File: src/rtl/load_wb_unit_pkg.sv
// Shared encodings for the load/write-back unit: issue kinds, load funct3 codes,
// FSM states and the load legality check.
package load_wb_unit_pkg;

    typedef enum logic [1:0] {
        KIND_ALU  = 2'b00,
        KIND_PC   = 2'b01,
        KIND_LOAD = 2'b10,
        KIND_RSVD = 2'b11
    } kind_e;

    typedef enum logic [2:0] {
        F3_LB  = 3'b000,
        F3_LH  = 3'b001,
        F3_LW  = 3'b010,
        F3_LD  = 3'b011,
        F3_LBU = 3'b100,
        F3_LHU = 3'b101,
        F3_LWU = 3'b110,
        F3_ILL = 3'b111
    } funct3_e;

    typedef enum logic [1:0] {
        ST_IDLE = 2'b00,
        ST_REQ  = 2'b01,
        ST_WAIT = 2'b10,
        ST_WB   = 2'b11
    } state_e;

    // True when the load cannot be issued: illegal code or offset not a multiple of the size.
    function automatic logic load_is_bad(input logic [2:0] funct3, input logic [2:0] offset);
        logic bad;
        case (funct3)
            F3_LH, F3_LHU: bad = offset[0];
            F3_LW, F3_LWU: bad = (offset[1:0] != 2'b00);
            F3_LD:         bad = (offset != 3'b000);
            F3_ILL:        bad = 1'b1;
            default:       bad = 1'b0;
        endcase
        return bad;
    endfunction

endpackage

File: src/rtl/load_wb_unit_if.sv
// Issue, memory-read and write-back signals of the load/write-back unit.
// The unit uses the slave view; whoever drives requests and memory uses master.
interface load_wb_unit_if #(
    parameter int DW = 64,
    parameter int AW = 5
);
    logic          issue_valid;
    logic          issue_ready;
    logic [1:0]    issue_kind;
    logic [AW-1:0] issue_rd;
    logic [DW-1:0] issue_alu_data;
    logic [DW-1:0] issue_pc_data;
    logic [DW-1:0] issue_addr;
    logic [2:0]    issue_funct3;

    logic          mem_req_valid;
    logic          mem_req_ready;
    logic [DW-1:0] mem_req_addr;
    logic          mem_rsp_valid;
    logic [DW-1:0] mem_rsp_data;

    logic          wb_en;
    logic          wb_load;
    logic          wb_pc;
    logic          wb_alu;
    logic [AW-1:0] wb_addr;
    logic [DW-1:0] load_data;
    logic [DW-1:0] pc_data;
    logic [DW-1:0] alu_data;

    logic          busy;
    logic          err;

    modport slave (
        input  issue_valid, issue_kind, issue_rd, issue_alu_data, issue_pc_data,
               issue_addr, issue_funct3, mem_req_ready, mem_rsp_valid, mem_rsp_data,
        output issue_ready, mem_req_valid, mem_req_addr, wb_en, wb_load, wb_pc, wb_alu,
               wb_addr, load_data, pc_data, alu_data, busy, err
    );

    modport master (
        output issue_valid, issue_kind, issue_rd, issue_alu_data, issue_pc_data,
               issue_addr, issue_funct3, mem_req_ready, mem_rsp_valid, mem_rsp_data,
        input  issue_ready, mem_req_valid, mem_req_addr, wb_en, wb_load, wb_pc, wb_alu,
               wb_addr, load_data, pc_data, alu_data, busy, err
    );

endinterface

File: src/rtl/load_wb_unit_load_align.sv
// Picks the addressed byte/half/word/double out of an aligned 8-byte read
// and sign- or zero-extends it to DW.
module load_align
    import load_wb_unit_pkg::*;
#(
    parameter int DW = 64
) (
    input  logic [2:0]    offset_i,
    input  logic [2:0]    funct3_i,
    input  logic [DW-1:0] data_i,
    output logic [DW-1:0] result_o
);

    logic [DW-1:0] shifted;
    logic [DW-1:0] mask;
    logic          sign;

    always_comb begin
        shifted = data_i >> {offset_i, 3'b000};
        mask    = '0;
        sign    = 1'b0;
        case (funct3_i)
            F3_LB:  begin mask = DW'(8'hFF);        sign = shifted[7];  end
            F3_LH:  begin mask = DW'(16'hFFFF);     sign = shifted[15]; end
            F3_LW:  begin mask = DW'(32'hFFFF_FFFF); sign = shifted[31]; end
            F3_LD:  begin mask = '1;                sign = 1'b0;        end
            F3_LBU: begin mask = DW'(8'hFF);        sign = 1'b0;        end
            F3_LHU: begin mask = DW'(16'hFFFF);     sign = 1'b0;        end
            F3_LWU: begin mask = DW'(32'hFFFF_FFFF); sign = 1'b0;        end
            default: begin mask = '0;               sign = 1'b0;        end
        endcase
        result_o = (shifted & mask) | (~mask & {DW{sign}});
    end

endmodule

File: src/rtl/load_wb_unit.sv
// Write-back sequencer: ALU/PC results go straight to write-back, loads make one
// aligned memory read first. All outputs are registered.
//
//   state   | meaning
//   IDLE    | ready for a new request; bad requests pulse err here
//   REQ     | memory read request presented, waiting for mem_req_ready
//   WAIT    | waiting for mem_rsp_valid
//   WB      | one-cycle write-back strobe
module load_wb_unit
    import load_wb_unit_pkg::*;
#(
    parameter int DW = 64,
    parameter int AW = 5
) (
    input  logic          clk,
    input  logic          rstn,
    load_wb_unit_if.slave bus_if
);

    state_e        state_q, state_d;
    logic          issue_ready_q, issue_ready_d;
    logic          busy_q, busy_d;
    logic          err_q, err_d;
    logic          mem_req_valid_q, mem_req_valid_d;
    logic [DW-1:0] mem_req_addr_q, mem_req_addr_d;
    logic          wb_en_q, wb_en_d;
    logic          wb_load_q, wb_load_d;
    logic          wb_pc_q, wb_pc_d;
    logic          wb_alu_q, wb_alu_d;
    logic [AW-1:0] wb_addr_q, wb_addr_d;
    logic [DW-1:0] load_data_q, load_data_d;
    logic [DW-1:0] pc_data_q, pc_data_d;
    logic [DW-1:0] alu_data_q, alu_data_d;
    logic [AW-1:0] rd_q, rd_d;
    logic [2:0]    offset_q, offset_d;
    logic [2:0]    funct3_q, funct3_d;
    logic [DW-1:0] aligned;

    load_align #(.DW(DW)) u_align (
        .offset_i (offset_q),
        .funct3_i (funct3_q),
        .data_i   (bus_if.mem_rsp_data),
        .result_o (aligned)
    );

    always_ff @(posedge clk) begin
        if (!rstn) begin
            state_q         <= ST_IDLE;
            issue_ready_q   <= 1'b1;
            busy_q          <= 1'b0;
            err_q           <= 1'b0;
            mem_req_valid_q <= 1'b0;
            mem_req_addr_q  <= '0;
            wb_en_q         <= 1'b0;
            wb_load_q       <= 1'b0;
            wb_pc_q         <= 1'b0;
            wb_alu_q        <= 1'b0;
            wb_addr_q       <= '0;
            load_data_q     <= '0;
            pc_data_q       <= '0;
            alu_data_q      <= '0;
            rd_q            <= '0;
            offset_q        <= '0;
            funct3_q        <= '0;
        end else begin
            state_q         <= state_d;
            issue_ready_q   <= issue_ready_d;
            busy_q          <= busy_d;
            err_q           <= err_d;
            mem_req_valid_q <= mem_req_valid_d;
            mem_req_addr_q  <= mem_req_addr_d;
            wb_en_q         <= wb_en_d;
            wb_load_q       <= wb_load_d;
            wb_pc_q         <= wb_pc_d;
            wb_alu_q        <= wb_alu_d;
            wb_addr_q       <= wb_addr_d;
            load_data_q     <= load_data_d;
            pc_data_q       <= pc_data_d;
            alu_data_q      <= alu_data_d;
            rd_q            <= rd_d;
            offset_q        <= offset_d;
            funct3_q        <= funct3_d;
        end
    end

    always_comb begin
        state_d        = state_q;
        err_d          = 1'b0;
        wb_en_d        = 1'b0;
        wb_load_d      = 1'b0;
        wb_pc_d        = 1'b0;
        wb_alu_d       = 1'b0;
        wb_addr_d      = wb_addr_q;
        load_data_d    = load_data_q;
        pc_data_d      = pc_data_q;
        alu_data_d     = alu_data_q;
        mem_req_addr_d = mem_req_addr_q;
        rd_d           = rd_q;
        offset_d       = offset_q;
        funct3_d       = funct3_q;

        case (state_q)
            ST_IDLE: begin
                if (bus_if.issue_valid) begin
                    case (bus_if.issue_kind)
                        KIND_ALU: begin
                            state_d    = ST_WB;
                            wb_alu_d   = 1'b1;
                            wb_en_d    = (bus_if.issue_rd != '0);
                            wb_addr_d  = bus_if.issue_rd;
                            alu_data_d = bus_if.issue_alu_data;
                        end
                        KIND_PC: begin
                            state_d   = ST_WB;
                            wb_pc_d   = 1'b1;
                            wb_en_d   = (bus_if.issue_rd != '0);
                            wb_addr_d = bus_if.issue_rd;
                            pc_data_d = bus_if.issue_pc_data;
                        end
                        KIND_LOAD: begin
                            if (load_is_bad(bus_if.issue_funct3, bus_if.issue_addr[2:0])) begin
                                err_d = 1'b1;
                            end else begin
                                state_d        = ST_REQ;
                                rd_d           = bus_if.issue_rd;
                                offset_d       = bus_if.issue_addr[2:0];
                                funct3_d       = bus_if.issue_funct3;
                                mem_req_addr_d = {bus_if.issue_addr[DW-1:3], 3'b000};
                            end
                        end
                        default: err_d = 1'b1;
                    endcase
                end
            end
            ST_REQ: begin
                if (bus_if.mem_req_ready) state_d = ST_WAIT;
            end
            ST_WAIT: begin
                if (bus_if.mem_rsp_valid) begin
                    state_d     = ST_WB;
                    wb_load_d   = 1'b1;
                    wb_en_d     = (rd_q != '0);
                    wb_addr_d   = rd_q;
                    load_data_d = aligned;
                end
            end
            default: state_d = ST_IDLE;
        endcase

        issue_ready_d   = (state_d == ST_IDLE);
        busy_d          = (state_d != ST_IDLE);
        mem_req_valid_d = (state_d == ST_REQ);
    end

    assign bus_if.issue_ready   = issue_ready_q;
    assign bus_if.busy          = busy_q;
    assign bus_if.err           = err_q;
    assign bus_if.mem_req_valid = mem_req_valid_q;
    assign bus_if.mem_req_addr  = mem_req_addr_q;
    assign bus_if.wb_en         = wb_en_q;
    assign bus_if.wb_load       = wb_load_q;
    assign bus_if.wb_pc         = wb_pc_q;
    assign bus_if.wb_alu        = wb_alu_q;
    assign bus_if.wb_addr       = wb_addr_q;
    assign bus_if.load_data     = load_data_q;
    assign bus_if.pc_data       = pc_data_q;
    assign bus_if.alu_data      = alu_data_q;

endmodule

File: src/flat_wrapper.sv
// flat-port wrapper written by rule: the top's interface ports become plain ports
module load_wb_unit_flat import load_wb_unit_pkg::*;
#(
    parameter int DW = 64,
    parameter int AW = 5
)
  (clk, rstn, bus_if_issue_valid, bus_if_issue_kind, bus_if_issue_rd, bus_if_issue_alu_data, bus_if_issue_pc_data, bus_if_issue_addr, bus_if_issue_funct3, bus_if_mem_req_ready, bus_if_mem_rsp_valid, bus_if_mem_rsp_data, bus_if_issue_ready, bus_if_mem_req_valid, bus_if_mem_req_addr, bus_if_wb_en, bus_if_wb_load, bus_if_wb_pc, bus_if_wb_alu, bus_if_wb_addr, bus_if_load_data, bus_if_pc_data, bus_if_alu_data, bus_if_busy, bus_if_err);
  load_wb_unit_if #(.DW(DW), .AW(AW)) bus_if_i ();
  input  logic clk;
  input  logic rstn;
  input wire logic [$bits(bus_if_i.issue_valid)-1:0] bus_if_issue_valid;
  input wire logic [$bits(bus_if_i.issue_kind)-1:0] bus_if_issue_kind;
  input wire logic [$bits(bus_if_i.issue_rd)-1:0] bus_if_issue_rd;
  input wire logic [$bits(bus_if_i.issue_alu_data)-1:0] bus_if_issue_alu_data;
  input wire logic [$bits(bus_if_i.issue_pc_data)-1:0] bus_if_issue_pc_data;
  input wire logic [$bits(bus_if_i.issue_addr)-1:0] bus_if_issue_addr;
  input wire logic [$bits(bus_if_i.issue_funct3)-1:0] bus_if_issue_funct3;
  input wire logic [$bits(bus_if_i.mem_req_ready)-1:0] bus_if_mem_req_ready;
  input wire logic [$bits(bus_if_i.mem_rsp_valid)-1:0] bus_if_mem_rsp_valid;
  input wire logic [$bits(bus_if_i.mem_rsp_data)-1:0] bus_if_mem_rsp_data;
  output wire logic [$bits(bus_if_i.issue_ready)-1:0] bus_if_issue_ready;
  output wire logic [$bits(bus_if_i.mem_req_valid)-1:0] bus_if_mem_req_valid;
  output wire logic [$bits(bus_if_i.mem_req_addr)-1:0] bus_if_mem_req_addr;
  output wire logic [$bits(bus_if_i.wb_en)-1:0] bus_if_wb_en;
  output wire logic [$bits(bus_if_i.wb_load)-1:0] bus_if_wb_load;
  output wire logic [$bits(bus_if_i.wb_pc)-1:0] bus_if_wb_pc;
  output wire logic [$bits(bus_if_i.wb_alu)-1:0] bus_if_wb_alu;
  output wire logic [$bits(bus_if_i.wb_addr)-1:0] bus_if_wb_addr;
  output wire logic [$bits(bus_if_i.load_data)-1:0] bus_if_load_data;
  output wire logic [$bits(bus_if_i.pc_data)-1:0] bus_if_pc_data;
  output wire logic [$bits(bus_if_i.alu_data)-1:0] bus_if_alu_data;
  output wire logic [$bits(bus_if_i.busy)-1:0] bus_if_busy;
  output wire logic [$bits(bus_if_i.err)-1:0] bus_if_err;
  assign bus_if_i.issue_valid = bus_if_issue_valid;
  assign bus_if_i.issue_kind = bus_if_issue_kind;
  assign bus_if_i.issue_rd = bus_if_issue_rd;
  assign bus_if_i.issue_alu_data = bus_if_issue_alu_data;
  assign bus_if_i.issue_pc_data = bus_if_issue_pc_data;
  assign bus_if_i.issue_addr = bus_if_issue_addr;
  assign bus_if_i.issue_funct3 = bus_if_issue_funct3;
  assign bus_if_i.mem_req_ready = bus_if_mem_req_ready;
  assign bus_if_i.mem_rsp_valid = bus_if_mem_rsp_valid;
  assign bus_if_i.mem_rsp_data = bus_if_mem_rsp_data;
  assign bus_if_issue_ready = bus_if_i.issue_ready;
  assign bus_if_mem_req_valid = bus_if_i.mem_req_valid;
  assign bus_if_mem_req_addr = bus_if_i.mem_req_addr;
  assign bus_if_wb_en = bus_if_i.wb_en;
  assign bus_if_wb_load = bus_if_i.wb_load;
  assign bus_if_wb_pc = bus_if_i.wb_pc;
  assign bus_if_wb_alu = bus_if_i.wb_alu;
  assign bus_if_wb_addr = bus_if_i.wb_addr;
  assign bus_if_load_data = bus_if_i.load_data;
  assign bus_if_pc_data = bus_if_i.pc_data;
  assign bus_if_alu_data = bus_if_i.alu_data;
  assign bus_if_busy = bus_if_i.busy;
  assign bus_if_err = bus_if_i.err;
  load_wb_unit #(.DW(DW), .AW(AW)) u_core (.clk(clk), .rstn(rstn), .bus_if(bus_if_i));
endmodule
File: config.mk
export PLATFORM = sky130hd
export DESIGN_NAME = load_wb_unit_flat
export DESIGN_NICKNAME = d
export VERILOG_FILES = /design/src/rtl/load_wb_unit_pkg.sv /design/src/rtl/load_wb_unit_if.sv /design/src/rtl/load_wb_unit_load_align.sv /design/src/rtl/load_wb_unit.sv /design/src/flat_wrapper.sv
export SDC_FILE = /design/constraint.sdc
export NUM_CORES = 1
export LEC_CHECK = 0
export ABC_AREA = 1
export ABC_CLOCK_PERIOD_IN_PS = 1590
export CORE_MARGIN = 2
export CORE_UTILIZATION = 25
export DETAILED_ROUTE_END_ITERATION = 6
export PLACE_DENSITY_LB_ADDON = 0.2
export SLEW_MARGIN = 20
export SYNTH_ARGS = -nofsm -noshare
export SYNTH_HDL_FRONTEND = slang
export SYNTH_HIERARCHICAL = 1
export SYNTH_SLANG_ARGS = --single-unit
File: constraint.sdc
create_clock -name clk -period 1.59 [get_ports clk]
set_input_delay 0.2385 -clock clk [delete_from_list [all_inputs] [get_ports clk]]
set_output_delay 0.2385 -clock clk [all_outputs]
set_load 0.02 [all_outputs]
# Word level (Yosys, flattened, before mapping)
# Index checks and enable logic that the tools add are counted.
[totals]
rom_bits = 0
ff_bits = 279
out_inout_bits = 269
latch_bits = 0
n_memories = 0
ram_bits = 0
wordCells = 91
[classes]
addsub = 0
eq_ne = 20
mux = 25
bitwise = 5
shifts = 1
reduce_logical = 23
div_mod_pow = 0
n_mul = 0
n_lt_le_gt_ge = 0
[op_table]
columns = ["operator", "n"]
rows = [
  ["case mux 64 bit (4 select lines)", 1],
  ["AND 64 bit", 2],
  ["inverter 64 bit", 1],
  ["OR 64 bit", 1],
  ["right shift 64 x 6 -> 64 bit", 1],
  ["== test 3 bit, second input constant", 6],
  ["two-way mux 5 bit", 3],
  ["== test 3 x 2 -> 1 bit, second input constant", 4],
  ["OR reduction 2 bit", 6],
  ["two-way mux 1 bit", 10],
  ["case mux 5 bit (2 select lines)", 1],
  ["nonzero test 5 bit", 2],
  ["AND reduction 3 bit", 3],
  ["two-way mux 2 bit", 4],
  ["AND reduction 4 bit", 2],
  ["== test 2 x 1 -> 1 bit, second input constant", 3],
  ["== test 3 x 1 -> 1 bit, second input constant", 2],
  ["zero test 2 bit", 3],
  ["inequality test 2 bit, second input constant", 3],
  ["case mux 2 bit (3 select lines)", 1],
  ["nonzero test 2 bit", 3],
  ["== test 2 bit, second input constant", 2],
  ["case mux 1 bit (2 select lines)", 2],
  ["case mux 1 bit (4 select lines)", 1],
  ["6 further kinds", 7],
]

# Longest topological paths before layout
# Gate-level depths: netlist of run 1.
[depth]
ltp_word = 11
mapped_depth = 14

# By module
# Netlist of run 1, hierarchy kept.
[modules_own_cells]
columns = ["module", "cells_each", "n_inst", "area_each_um2", "seq_area_each_um2"]
rows = [
  ["load_wb_unit", 1400, 1, 10274.9, 5585.4],
  ["load_align", 506, 1, 2387.3, 0.0],
]

# Worst setup path after synthesis of run 1
# OpenSTA, ideal clock, no wires.
[synth_path]
path_type = "register to register"
from = "register u_core.funct3_q[0]"
to = "register u_core.load_data_q[1], in the netlist u_core/bus_if.load_data[1]"
period_less_slack_ns = 1.711
arrival_ns = 1.579
stages_incl_launch_ff = 11
setup_ns = 0.132
slack_ns = -0.121
cell_sequence = "dfxtp_1 > inv_1 > ha_1 > nor2_2 > inv_1 > nor2_2 > inv_1 > nand3_1 > nand2_1 > nand2_1 > a21oi_1"
[synth_between]
elab_chain_cells = 6
word_cells_on_any_way = 16
classes_between = "eq/ne: 6; mux: 2; bitwise: 4; reduce/logical: 4"
[synth_lines]
columns = ["element", "line_no", "source"]
rows = [
  ["start, declared", "load_wb_unit.sv:36", "logic [2:0] funct3_q, funct3_d;"],
  ["start signal, assigned", "load_wb_unit.sv:82", "funct3_q <= funct3_d;"],
  ["== test 3 x 2 -> 1 bit, or another cell as far along", "load_wb_unit_load_align.sv:22", "case (funct3_i)"],
  ["OR reduction 2 bit (no line)", "-", ""],
  ["case mux 64 bit (4 select lines)", "load_wb_unit_load_align.sv:22", ""],
  ["inverter 64 bit", "load_wb_unit_load_align.sv:32", "result_o = (shifted & mask) | (~mask & {DW{sign}});"],
  ["AND 64 bit", "load_wb_unit_load_align.sv:32", ""],
  ["OR 64 bit *", "load_wb_unit_load_align.sv:32", ""],
  ["net u_core.aligned[1]", "load_wb_unit.sv:37", "logic [DW-1:0] aligned;"],
  ["end signal, assigned", "load_wb_unit.sv:77", "load_data_q <= load_data_d;"],
  ["end, declared", "load_wb_unit.sv:31", "logic [DW-1:0] load_data_q, load_data_d;"],
]
# Mark *: on every way through the listed nets, which the timed path passes. The rest lies on a longest branch.
# A chain may end at the register's enable or synchronous reset.

# Worst setup path in the final report of run 1
[layout_path]
from = "register u_core.offset_q[0]"
to = "register u_core.load_data_q[43], in the netlist u_core/bus_if.load_data[43]"
[layout_between]
elab_chain_cells = 4
word_cells_on_any_way = 5
classes_between = "shift: 1; mux: 1; bitwise: 3"
[layout_lines]
columns = ["element", "line_no", "source"]
rows = [
  ["start, declared", "load_wb_unit.sv:35", "logic [2:0] offset_q, offset_d;"],
  ["start signal, assigned", "load_wb_unit.sv:81", "offset_q <= offset_d;"],
  ["right shift 64 x 6 -> 64 bit *", "load_wb_unit_load_align.sv:19", "shifted = data_i >> {offset_i, 3'b000};"],
  ["case mux 1 bit (3 select lines)", "load_wb_unit_load_align.sv:22", ""],
  ["AND 64 bit", "load_wb_unit_load_align.sv:32", ""],
  ["OR 64 bit *", "load_wb_unit_load_align.sv:32", ""],
  ["net u_core.aligned[43]", "load_wb_unit.sv:37", ""],
]
# Marked as above.

==> metrics.txt, run 1 <==
outcome=complete, but fails checks; failing checks=negative setup slack; Max Slew Vio Count=0; slowest cell on the critical path=dfxtp_4; CP Data Required Time=2.01 ns; Synth area leaders=dfxtp_1 (44%), nand2_1 (17%), nor2_1 (9.7%), a21oi_1 (6.3%), o21ai_0 (5.0%); Synth Instances=between 1.5k and 2k; Post-synth EDFFs=0; Yosys reg bits=approximately 280; DRC=0; met3 wire length=approximately 5000 um; Total Routing Usage GR=around 20%; CP Capture Type=flop; vias in the first global route=roughly 14k; worst setup margin=-0.1251 ns; CORE AREA=0.05007 sq mm; clk sinks=about 280; Crit Path Category=reg2reg; count leader, synth=nand2_1; Mapped Avg Cell Area=6.643 sq um; Ys Warns=6; die area=around 0.052 sq mm; Lkg Pwr=approximately 10 nW; Num CTS Buffers=36; GP Congestion=0.8826; post-synth cell types=34; DRT Pass-1 Iters=5; main flop type after synthesis=dfxtp_1; P&R area growth vs syn=67.20%; Worst EP arrival=roughly 2.1 ns; worst-path cell chain=inv_8 > nand2_1 > nand3_1 > nand3_2 > nand3_2 > nand3_4 > nand2_8 > clkbuf_16 > nand2_1 > nand2_1 > a21oi_1; VDD IR max=between 600 and 700 uV; routed wire length=~55000 um; Starting Density=about a quarter; DR WL met2=~26000 um; GRT Residual Overflow=0; Port Buf Inserts=approximately 540; DRT antenna net count=0; Setup crit start kind=flop; sequential cell area fraction in the yosys report=44.11%; wire per inst=about 17 um; DR vias/cell=4.460; die width=229.1 um; final worst path period share=107.9%; critical path's largest stage delay=0.38 ns; detailed router's first-iteration violation count=about 800; crit-path max FO=20; final setup fails=between 60 and 70; largest net degree at the start of global routing=84; final net count=2796; clock buffer depth=3; CTS tree=done; Core Rows=between 80 and 90; initial antenna violation count=10; synth cell count leaders=nand2_1 (583), nor2_1 (326), dfxtp_1 (279), a21oi_1 (160), o21ai_0 (126); pre-CTS WS=-0.3805 ns; cell type with the largest total area after synthesis=dfxtp_1; RSZ-0062 raised after global routing=yes; first-pass GRT wire length=82520 um; WL met1=approximately 22000 um; fin util=between 40% and 50%; Post-Syn Area=around 0.013 sq mm; Hold Path Class=in2reg; worst skew pair latency=0.54 ns; layout cells sized above 1=~14%; Fmax=a little under 600 MHz; Max-cap violations=0; uppermost layer routed=met5; overall power=0.01997 W; post-DP HPWL=approximately 40000 um; final hold violation count=0; chip height=229.1 um; # IOs=540; H-tree depth=2; pwr dens=around 940 mW/mm^2; vias=14.37k; fraction of registers with async set/reset=0%; clock slew at reported path FFs=roughly 0.06 ns; Final Critical Period=1.715 ns; Final Instance Area=roughly 0.021 sq mm; Root Buffer=clkbuf_16; Synth top area share=between 40% and 50%; Clock Skew=about 0.017 ns; Top delay family on crit path=simple AND/OR/NAND/NOR gates; worst path bufs/invs=2; dpl cell area=0.01979 sq mm; most used cell, CP=nand2_1
cell families (layout without fill, tap and decap cells):
| logic type | Yosys count | count (layout) | share of synthesized area [%] |
|---|---|---|---|
| AND/OR/NAND/NOR | 1056 | 1057 | 33.37 |
| AO/OA/AOI/OAI | 309 | 309 | 12.66 |
| flip-flops | 279 | 279 | 44.11 |
| buffers and inverters | 255 | 893 | 9.259 |
| adder cells (fa/ha/maj) | 5 | 5 | 0.4941 |
| other | 1 | 5 | 0.02962 |
| multiplexers | 1 | 1 | 0.07905 |
worst paths after layout:
kind / from / endpoint / slack (ns) / cells past startpoint
worst max-delay path: u_core/offset_q[0] / u_core/bus_if.load_data[43] / -0.13 / 11
worst min-delay path: rstn / u_core/bus_if.mem_req_valid / 0.12 / 3
worst max register to register: u_core/offset_q[0] / u_core/bus_if.load_data[43] / -0.13 / 11
worst min register to register: u_core/bus_if.load_data[51] / u_core/bus_if.load_data[51] / 0.46 / 2
cell type report:
type / instances / area, sq um
antenna: 2 / 5.005
clock buffer: 57 / 1100
clock inverter: 8 / 103.9
fill: 5300 / 28900
inverter: 117 / 451.7
multi-input combinational: 1375 / 6287
sequential: 279 / 5595
tap: 672 / 840.8
timing repair buffer: 711 / 6788
where the power goes:
group	total, W	switching [W]	internal (W)	leakage (nW)
Sequential	0.00754	0.000194	0.00734	2.27
Combinational	0.00420	0.00229	0.00191	7.35
Clock	0.00823	0.00329	0.00495	0.584
tightest hold or removal path, delay by kind of cell:
family        cells  cell delay (ns)
buf+inv           2             0.26
simple gates      1             0.12
state kept, by name, indices dropped and copies added (netlist names), 2 cells and up:
name                        count
u_core/bus_if.load_data        64
u_core/bus_if.pc_data          64
u_core/bus_if.wb_addr           5
u_core/bus_if.alu_data         64
u_core/offset_q                 3
u_core/funct3_q                 3
u_core/rd_q                     5
u_core/state_q                  2
u_core/bus_if.mem_req_addr     61
through the flow:
| stage | hold WS (ns) | instances | TNS [ns] |
|---|---|---|---|
| 5_1_grt | 0.1225 | 3221 | -12.14 |
| 2_1_floorplan | 0.3734 | 1908 | 0 |
| 3_5_place_dp | 0.4524 | 3144 | -73.09 |
| 6_report | 0.1213 | 3221 | -4.802 |
| 3_3_place_gp | 0.4467 | 3144 | -67.77 |
| 4_1_cts | 0.08787 | 3215 | -2.927 |
cell usage in the layout (no fill, tap or decap), types with 19 or more instances in the layout:
cell type        count
nand2_1            571
o21ai_1             19
a21oi_1            146
inv_1              102
clkdlybuf4s50_1    269
nand3_1             99
dfxtp_1            273
clkbuf_16           38
nor2_1             322
dlygate4sd2_1      242
nand2_2             23
buf_4              137
buf_12              27
o21ai_0             91
routing by layer:
metal / GRT usage [%] / vias to the layer above
li1: - / 7224
met1: 23.71 / 6557
met2: 34.65 / 497
met3: 7.072 / 72
met4: 4.708 / 16
met5: 0 / -
repair_timing:
item / 4_1_cts / 5_1_grt
gates resized for setup: 391 / 40
pin swaps: 11 / 1
endpoints found under the setup margin: 330 / 169
hold buffers: 0 / 0
cloned: 1 / 2
setup buffers: 5 / 2
(Power assumes the default switching activity.)
==> inputs of run 2 (changes only) <==
CORE_MARGIN = not set   (was 2)
==> run 2 against run 1 <==
  * The run still ends with negative setup slack left
  * Core utilization increased by 1.6 points
  * Fmax down 7.2%
  * Sequential power barely moved
  * Via count grew 2.9%
  * Wire length grew 4.7%
  * Design area grew 3.9%
  * Clock skew grew 0.0032 ns
  * Highest routed layer unchanged
  * Clock power rose by 3.3%
  * Die area fell by 1.7%
==> metrics.txt, run 2 (synthesis gave the netlist of run 1 again) <==
VDD IR max=731.1 uV (+16%); dpl cell area=0.01956 sq mm (-1.2%); fin util=43.92% (+1.6 points); worst setup margin=-0.2579 ns (-0.1328 ns); Clock Skew=0.02060 ns (+0.003165 ns); Total Routing Usage GR=20.23% (+0.18 points); largest net degree at the start of global routing=86 (+2.4%); Crit Path Category=reg2reg; Max Slew Vio Count=0 (unchanged); CP Data Required Time=2.04 ns (+0.03 ns); GRT Residual Overflow=0 (unchanged); Num CTS Buffers=35 (-2.8%); Hold Crit Depth=3 (unchanged); final hold violation count=0 (unchanged); pre-CTS WS=-0.4796 ns (-0.09909 ns); initial antenna violation count=5 (-5); Max-cap violations=0 (unchanged); Final Critical Period=1.848 ns (+0.1328 ns); routed wire length=57350 um (+4.7%); RSZ-0062 raised after global routing=yes; Slew @ Worst Pin=0.6488 ns; Worst R2R End=u_core/bus_if.load_data[51]; crit-path max FO=12 (-40%); Starting Density=25.29% (unchanged); DR vias/cell=4.578 (+2.7%); outcome=complete, but fails checks; GP Congestion=0.9396 (+6.5%); post-DP HPWL=40240 um (-1.8%); DRC=0 (unchanged); CORE AREA=0.05007 sq mm (unchanged); layout cells sized above 1=18.72% (+4.7 points); final net count=2810 (+0.50%); Final Instance Area=0.02199 sq mm (+3.9%); clk sinks=279 (unchanged); final worst path period share=116.2% (+8.3 points); pwr dens=934.8 mW/mm^2 (-0.88%); most frequent cells in the layout=nand2_1 (486), nor2_1 (304), dfxtp_1 (273); wire per inst=17.76 um (+4.4%); hold wc startpoint=rstn; CTS tree=done; Root Buffer=clkbuf_16; Hold Path Sink=u_core/bus_if.mem_req_addr[48]; clock slew at reported path FFs=0.06 ns (about the same); Lkg Pwr=10.48 nW (+2.8%); Setup TNS=-12.74 ns (-7.934 ns); DRT Pass-1 Iters=5 (unchanged); die area=0.05155 sq mm (-1.7%); Core Rows=82 (unchanged); P&R area growth vs syn=73.68%; # IOs=540 (unchanged); Worst Reg-to-Reg Cells=11 (unchanged); Fmax=541.2 MHz (-7.2%); Setup crit start kind=flop; vias=14.79k (+2.9%); first-pass GRT wire length=80350 um (-2.6%); failing checks=negative setup slack; clock buffer depth=3 (unchanged); DRT antenna net count=0 (unchanged); H-tree depth=2 (unchanged); Worst EP arrival=2.30 ns (+0.17 ns); final setup fails=80 (+25%); R2R Path Start=u_core/offset_q[0]; die width=227.1 um (-0.87%); detailed router's first-iteration violation count=978 (+22%); slew margin rel.=around 57%; Hold Path Class=in2reg; vias in the first global route=13.90k (-1.0%); chip height=227.1 um (-0.87%); flop2flop setup slack=-0.26 ns (-0.13 ns); CP Capture Type=flop; Port Buf Inserts=536 (unchanged); commonest non-fill, non-tap cell in the layout=nand2_1; worst skew pair latency=0.53 ns (about the same); overall power=0.02056 W (+3.0%)
-- run 2: cell types whose count changed in the layout (fill, tap and decap cells not counted), moves of 20 or more --
cell,change
nand2_1,-85
nand2_2,+60
a21oi_2,+27
a21oi_1,-26
nand2_4,+23
dlygate4sd2_1,+20
-- run 2: worst max-delay path, stage by stage (launching register included) --
cell	delay [ns]
dfxtp_4	0.41
inv_8	0.12
buf_4	0.14
nand3_1	0.11
nand3_2	0.13
nand3_2	0.10
nand3_4	0.10
buf_12	0.22
nand2_8	0.14
nand2_2	0.09
nand2_1	0.05
a21oi_1	0.14
-- run 2: layout make-up --
class / instances / area [sq um]
Timing Repair Buffer: 721 / 7030
Antenna cell: 4 / 10.01
Clock buffer: 49 / 1010
Tap cell: 672 / 840.8
Timing Repair inverter: 1 / 6.256
Clock inverter: 8 / 205.2
Fill cell: 5281 / 28080
Sequential cell: 279 / 5595
Inverter: 117 / 462.9
Multi-Input combinational cell: 1379 / 6830
-- run 2: metrics by stage --
stage                     std cells  hold WS [ns]
after floorplan                1908        0.3734
after global placement         3128        0.4478
after detailed placement       3128        0.4529
after CTS                      3194       0.05504
after global routing           3226       0.08073
final                          3230       0.07661
-- run 2: what timing repair did --
action	4_1_cts	5_1_grt
hold buffers	0	0
pin swaps	5	36
cloned	5	17
buffers inserted	4	15
resized for setup	294	269
endpoints found under the hold margin	0	0
setup endpoints to repair	357	194
-- run 2: power breakdown --
part           internal [W]  switching [W]
clock network       0.00538        0.00312
registers           0.00734       0.000199
logic               0.00200        0.00251
total                0.0147        0.00583
-- run 2: routing by layer --
metal | global-route usage (%) | part of all wire, % | vias to the layer above
li1 | - | - | 7265
met1 | 24.54 | 41 | 6895
met2 | 33.99 | 48 | 535
met3 | 6.079 | 8.4 | 91
met4 | 6.668 | 2.5 | 2
met5 | 0 | 0.021 | -
-- run 2: how the worst max path moves through the flow --
stage,startpoint,to,slack [ns],cells past startpoint
floorplan,u_core/funct3_q[0],u_core/bus_if.load_data[1],0.02,10
global placement,bus_if_mem_rsp_data[63],u_core/bus_if.load_data[63],-0.45,11
detailed placement,bus_if_mem_rsp_data[63],u_core/bus_if.load_data[50],-0.48,11
CTS,u_core/offset_q[0],u_core/bus_if.load_data[0],-0.23,8
global route,u_core/offset_q[0],u_core/bus_if.load_data[51],-0.33,11
finish,u_core/offset_q[0],u_core/bus_if.load_data[51],-0.26,11
==> RTL change 1 (config.mk and constraints of run 1) <==
Encoding of `state_e`: now one-hot (4 bits for 4 states).
--- a/src/rtl/load_wb_unit_pkg.sv
+++ b/src/rtl/load_wb_unit_pkg.sv
@@ -20,11 +20,11 @@
         F3_ILL = 3'b111
     } funct3_e;
 
-    typedef enum logic [1:0] {
-        ST_IDLE = 2'b00,
-        ST_REQ  = 2'b01,
-        ST_WAIT = 2'b10,
-        ST_WB   = 2'b11
+    typedef enum logic [3:0] {
+        ST_IDLE = 4'b0001,
+        ST_REQ  = 4'b0010,
+        ST_WAIT = 4'b0100,
+        ST_WB   = 4'b1000
     } state_e;
 
     // True when the load cannot be issued: illegal code or offset not a multiple of the size.
Check against the original RTL: no difference found for any inputs over 4 cycles, from zero or initial values and one cycle with rstn low; so few cycles prove little.
==> RTL change 1 against run 1 <==
- sequential cell count increased by 2
- cell area grew 9.0%
- largest power group unchanged
- sequential share of layout area is 2.0 points lower
- count of clock-buffer cells in the layout fell by 7
- worst setup slack worse by 0.17 ns
- area after synthesis rose by 0.42%
- largest cell class unchanged
- the flow still finishes with violations (negative setup slack)
- power decreased by 1.0%
- highest routed layer unchanged
- wire length up 4.1%
==> RTL change 1: results (changes against run 1) <==
Outcome
  • Status: finished with violations
  • Failing checks: negative setup slack

Detailed routing
  • Initial DRC Count: 800 (+0.13%)
  • Total length of routed wires: 57.01 mm (+4.1%)
  • Vias per cell: 4.457 (about the same)

GRT
  • First-pass GRT wire length: 85.41 mm (+3.5%)
  • Largest net degree at the start of global routing: 66 (-21%)
  • Via count of the first global-routing pass: 14.25k (+1.5%)

Setup path
  • Data arrival time of the critical path: 2.31 ns (+0.18 ns)
  • Slowest cell delay on critical path: 0.41 ns (+0.03 ns)

Timing
  • Setup skew after layout: 0.02001 ns (+0.002576 ns)
  • Number of failing setup endpoints in the final timing report: 178 (+180%)
  • Final worst-path setup slack: -0.2917 ns (-0.1667 ns)

Placed design
  • Post-place instance area: 19800 µm² (about the same)
  • Post-DP HPWL: 40.44 mm (-1.3%)
  • Final weighted congestion in routability-driven placement: 0.8904 (+0.88%)

Synthesis
  • Portion of the post-synthesis area used by sequential elements: 44.24% (+0.13 points)
  • Distinct cell type count of the synthesized netlist: 35 (+2.9%)
  • Most numerous cell types in the synthesized netlist: sky130_fd_sc_hd__nor2_1, sky130_fd_sc_hd__nand2_1, sky130_fd_sc_hd__dfxtp_1, sky130_fd_sc_hd__o21ai_0, sky130_fd_sc_hd__inv_1
  • Top cells by area in the synthesized netlist: sky130_fd_sc_hd__dfxtp_1, sky130_fd_sc_hd__nor2_1, sky130_fd_sc_hd__nand2_1

Cells and area
  • Count of fill cells added during filler insertion: 5087 (-4.0%)
  • Fraction of final layout cells sized beyond drive strength 1: 23.05% (+9.0 points)
  • Number of nets at the end of the flow: 2883 (+3.1%)

Pwr
  • Internal power summed over all cells: 0.01401 W (-1.3%)
  • Maximum VDD drop: 0.0006000 V (-4.9%)
  • Lkg Pwr: 11.11 nW (+8.9%)

Clocking
  • CTS buffer count: 35 (-2.8%)
[RTL change 1: logic make-up after synthesis]
kind of cell | after synthesis | synth area share [%]
and+or+nand+nor | 1069 | 33.17
AOI/OAI and AO/OA | 309 | 12.61
DFF | 281 | 44.24
buffers and inverters | 253 | 9.377
adders and majority gates | 5 | 0.4920
muxes | 1 | 0.07872
other | 1 | 0.02949
[RTL change 1: layout make-up]
class / instances / area [µm²] / area share [%]
multi-input combinational: 1389 / 7046 / 30.54
tap: 672 / 840.8 / 3.644
clock inverter: 9 / 93.84 / 0.4067
antenna: 1 / 2.502 / 0.01085
inverter: 123 / 500.5 / 2.169
timing repair buffer: 777 / 7941 / 34.42
clock buffer: 50 / 1012 / 4.387
sequential: 281 / 5637 / 24.43
[RTL change 1: tightest hold or removal path: cells and delay by family]
kind	cells	cell delay (ns)
AND/OR/NAND/NOR	1	0.10
buffers and inverters	2	0.26
[RTL change 1: what timing repair did]
action | in CTS | in global routing
endpoints found under the hold margin | 0 | 0
setup endpoints to repair | 498 | 279
cloned | 22 | 4
gates resized for setup | 598 | 181
pin swaps | 85 | 54
setup buffers | 47 | 13
[RTL change 1: metal layers]
layer,track usage [%],wire length [µm],up-vias,share of wire (%)
li1,-,-,7365,-
met1,25.65,23560,6772,41
met2,35.69,28050,489,49
met3,4.569,3806,90,6.7
met4,6.189,1578,2,2.8
met5,0,13,-,0.023
[RTL change 1: worst paths after layout]
check	startpoint	end	slack, ns	cells after the start
worst max-delay path	u_core/offset_q[0]	u_core/bus_if.load_data[55]	-0.29	14
worst min-delay path	rstn	u_core/state_q[0]	0.09	3
worst max register to register	u_core/offset_q[0]	u_core/bus_if.load_data[55]	-0.29	14
worst min register to register	u_core/bus_if.pc_data[57]	u_core/bus_if.pc_data[57]	0.48	2
[RTL change 1: power by group through the flow]
| stage | registers (W) | clock network, W | logic (W) |
|---|---|---|---|
| 2_1_floorplan | 0.00794 | 0 | 0.00140 |
| 3_3_place_gp | 0.00762 | 0 | 0.00380 |
| 3_5_place_dp | 0.00763 | 0 | 0.00381 |
| 4_1_cts | 0.00747 | 0.00799 | 0.00431 |
| 5_1_grt | 0.00750 | 0.00822 | 0.00490 |
| 6_report | 0.00747 | 0.00774 | 0.00456 |
[RTL change 1: through the flow]
step / total power, W / std cells / hold slack [ns] / worst slack [ns] / TNS [ns]
6_report: 0.01976 / 3302 / 0.09408 / -0.2917 / -28.72
5_1_grt: 0.02062 / 3302 / 0.07523 / -0.3636 / -51.81
4_1_cts: 0.01977 / 3289 / 0.03983 / -0.2626 / -24.71
3_5_place_dp: 0.01144 / 3161 / 0.4714 / -0.4969 / -87.13
3_3_place_gp: 0.01142 / 3161 / 0.4637 / -0.5565 / -74.09
2_1_floorplan: 0.009335 / 1921 / 0.3734 / 0.0001020 / 0
==> RTL change 2 (config.mk and constraints of run 1) <==
Without the edit above. `AW` is set to 5 in 3 places; all go to 6.
--- a/src/rtl/load_wb_unit_if.sv
+++ b/src/rtl/load_wb_unit_if.sv
@@ -2,7 +2,7 @@
 // The unit uses the slave view; whoever drives requests and memory uses master.
 interface load_wb_unit_if #(
     parameter int DW = 64,
-    parameter int AW = 5
+    parameter int AW = 6
 );
     logic          issue_valid;
     logic          issue_ready;
--- a/src/rtl/load_wb_unit.sv
+++ b/src/rtl/load_wb_unit.sv
@@ -10,7 +10,7 @@
     import load_wb_unit_pkg::*;
 #(
     parameter int DW = 64,
-    parameter int AW = 5
+    parameter int AW = 6
 ) (
     input  logic          clk,
     input  logic          rstn,
--- a/src/flat_wrapper.sv
+++ b/src/flat_wrapper.sv
@@ -2,7 +2,7 @@
 module load_wb_unit_flat import load_wb_unit_pkg::*;
 #(
     parameter int DW = 64,
-    parameter int AW = 5
+    parameter int AW = 6
 )
   (clk, rstn, bus_if_issue_valid, bus_if_issue_kind, bus_if_issue_rd, bus_if_issue_alu_data, bus_if_issue_pc_data, bus_if_issue_addr, bus_if_issue_funct3, bus_if_mem_req_ready, bus_if_mem_rsp_valid, bus_if_mem_rsp_data, bus_if_issue_ready, bus_if_mem_req_valid, bus_if_mem_req_addr, bus_if_wb_en, bus_if_wb_load, bus_if_wb_pc, bus_if_wb_alu, bus_if_wb_addr, bus_if_load_data, bus_if_pc_data, bus_if_alu_data, bus_if_busy, bus_if_err);
   load_wb_unit_if #(.DW(DW), .AW(AW)) bus_if_i ();
Interface: changed (resized bus_if_issue_rd and bus_if_wb_addr); port bits go from 540 to 542. The function was not compared with the original's and may differ.
==> RTL change 2 against run 1 <==
- the flow still finishes with violations (negative setup slack)
- cell area rose by 2.3%
- worst setup slack got worse by 0.13 ns
- worst hold slack got worse by 0.015 ns
- sequential power rose by 0.7%
- sequential cell count rose by 2
- power rose by 1.0%
- area after synthesis rose by 1.2%
- wire length rose by 0.25%
- count of clock-buffer cells in the layout fell by 6
- first-iteration DRC count fell by 6.0%
- critical path depth rose by 3
==> RTL change 2: results (changes against run 1) <==
Cells and area
  • Number of nets at the end of the flow: 2814 (+0.64%)
  • Fin area: 21660 µm² (+2.3%)
  • Fraction of final layout cells sized beyond drive strength 1: 15.29% (+1.3 points)
  • Count of fill cells added during filler insertion: 5189 (-2.1%)
  • Clock buffers and inverters, area share: 5.552% (-0.13 points)
  • Share of the core filled with cells: 42.99% (+0.71 points)
  • Non-clock buffer share: 32.51% (+0.45 points)
  • Final-layout clock buffer total: 51 (-11%)
  • Non-clock buffer instance count of the final layout: 715 (+0.56%)
  • Fraction of area in multi-input gates: 29.83% (+0.13 points)
  • Total number of multi-input combinational cells: 1384 (+0.65%)
  • Number of antenna diodes: 4 (+2)
  • Number of non-clock inverters: 119 (+1.7%)
  • Register area: 5633 µm² (+0.67%)

Setup path
  • Data arrival time of the critical path: 2.26 ns (+0.13 ns)
  • Worst reg2reg path endpoint: u_core/bus_if.load_data[53]
  • Slowest cell delay on critical path: 0.45 ns (+0.07 ns)
  • Worst-case reg-to-reg path depth: 14 (+3)
  • Largest fanout of any net on the critical path: 7 (-65%)

Placed design
  • Pre-CTS worst setup slack: -0.4230 ns (-0.04244 ns)
  • Post-DP HPWL: 40.09 mm (-2.1%)
  • Post-place instance area: 19770 µm² (-0.11%)
  • Number of port buffers: 538 (+0.37%)
  • Final weighted congestion in routability-driven placement: 0.9385 (+6.3%)

GRT
  • GR Util All Layers: 19.43% (-0.62 points)
  • First-pass GRT wire length: 80.92 mm (-1.9%)
  • Via count of the first global-routing pass: 14.32k (+2.0%)
  • Largest net degree at the start of global routing: 78 (-7.1%)
  • Antenna violations before repair: 7 (-3)

Pwr
  • Lkg Pwr: 10.40 nW (+2.0%)
  • Maximum VDD drop: 0.0007238 V (+15%)
  • Switching Share: 29.09% (+0.21 points)

Timing
  • Number of failing setup endpoints in the final timing report: 64 (unchanged)
  • Total Neg Setup Slack: -13.36 ns (-8.554 ns)
  • Setup skew after layout: 0.02115 ns (+0.003715 ns)
  • Final worst-path setup slack: -0.2563 ns (-0.1312 ns)

Synthesis
  • Flops & latches, synth: 281 (+0.72%)
  • Distinct cell type count of the synthesized netlist: 33 (-2.9%)
  • Most numerous cell types in the synthesized netlist: sky130_fd_sc_hd__nand2_1, sky130_fd_sc_hd__nor2_1, sky130_fd_sc_hd__dfxtp_1, sky130_fd_sc_hd__a21oi_1, sky130_fd_sc_hd__o21ai_0
  • Portion of the post-synthesis area used by sequential elements: 43.90% (-0.21 points)
  • Top cells by area in the synthesized netlist: sky130_fd_sc_hd__dfxtp_1, sky130_fd_sc_hd__nand2_1, sky130_fd_sc_hd__nor2_1

Outcome
  • Status: finished with violations
  • Failing checks: negative setup slack

Detailed routing
  • Initial DRC Count: 751 (-6.0%)
  • Average wire length per cell after detail routing: 16.94 µm (-0.34%)

Min path
  • Start point of the worst min-delay path: rstn
## RTL change 2: what timing repair did
item	4_1_cts	5_1_grt
gates cloned	1	10
hold buffers	0	0
pin swaps	4	39
setup endpoints to repair	331	128
resized for setup	324	154
setup buffers	3	16
## RTL change 2: layer usage
| metal | global-route usage (%) | vias to the layer above | share of wire, % |
|---|---|---|---|
| met5 | 0 | - | 0.073 |
| met4 | 7.520 | 6 | 3.4 |
| met3 | 6.114 | 107 | 8.4 |
| met2 | 33.16 | 485 | 48 |
| met1 | 22.65 | 6739 | 40 |
| li1 | - | 7285 | - |
## RTL change 2: power groups by stage
| stage | clock network (W) | logic [W] | registers [W] |
|---|---|---|---|
| final | 0.00817 | 0.00441 | 0.00759 |
| after global routing | 0.00876 | 0.00475 | 0.00763 |
| after CTS | 0.00844 | 0.00407 | 0.00759 |
| after detailed placement | 0 | 0.00411 | 0.00775 |
| after global placement | 0 | 0.00409 | 0.00774 |
| after floorplan | 0 | 0.00152 | 0.00811 |
## RTL change 2: through the flow
| stage | cells | hold slack, ns |
|---|---|---|
| after global placement | 3142 | 0.4477 |
| after detailed placement | 3142 | 0.4513 |
| after CTS | 3210 | 0.08147 |
| after floorplan | 1923 | 0.3734 |
| final | 3240 | 0.1065 |
| after global routing | 3240 | 0.1098 |
## RTL change 2: cell families after synthesis
family	Yosys count	synth area share, %
DFF	281	43.90
AOI/OAI and AO/OA	312	12.64
and+or+nand+nor	1063	33.16
buffers and inverters	258	9.705
muxes	1	0.07811
other	1	0.02926
adders and majority gates	5	0.4882
## RTL change 2: critical path: cells and delay by family (launching register included)
family | cells | cell delay [ns]
buffers and inverters | 4 | 0.53
AO/OA/AOI/OAI | 1 | 0.05
flip-flops | 1 | 0.45
AND/OR/NAND/NOR | 9 | 0.69
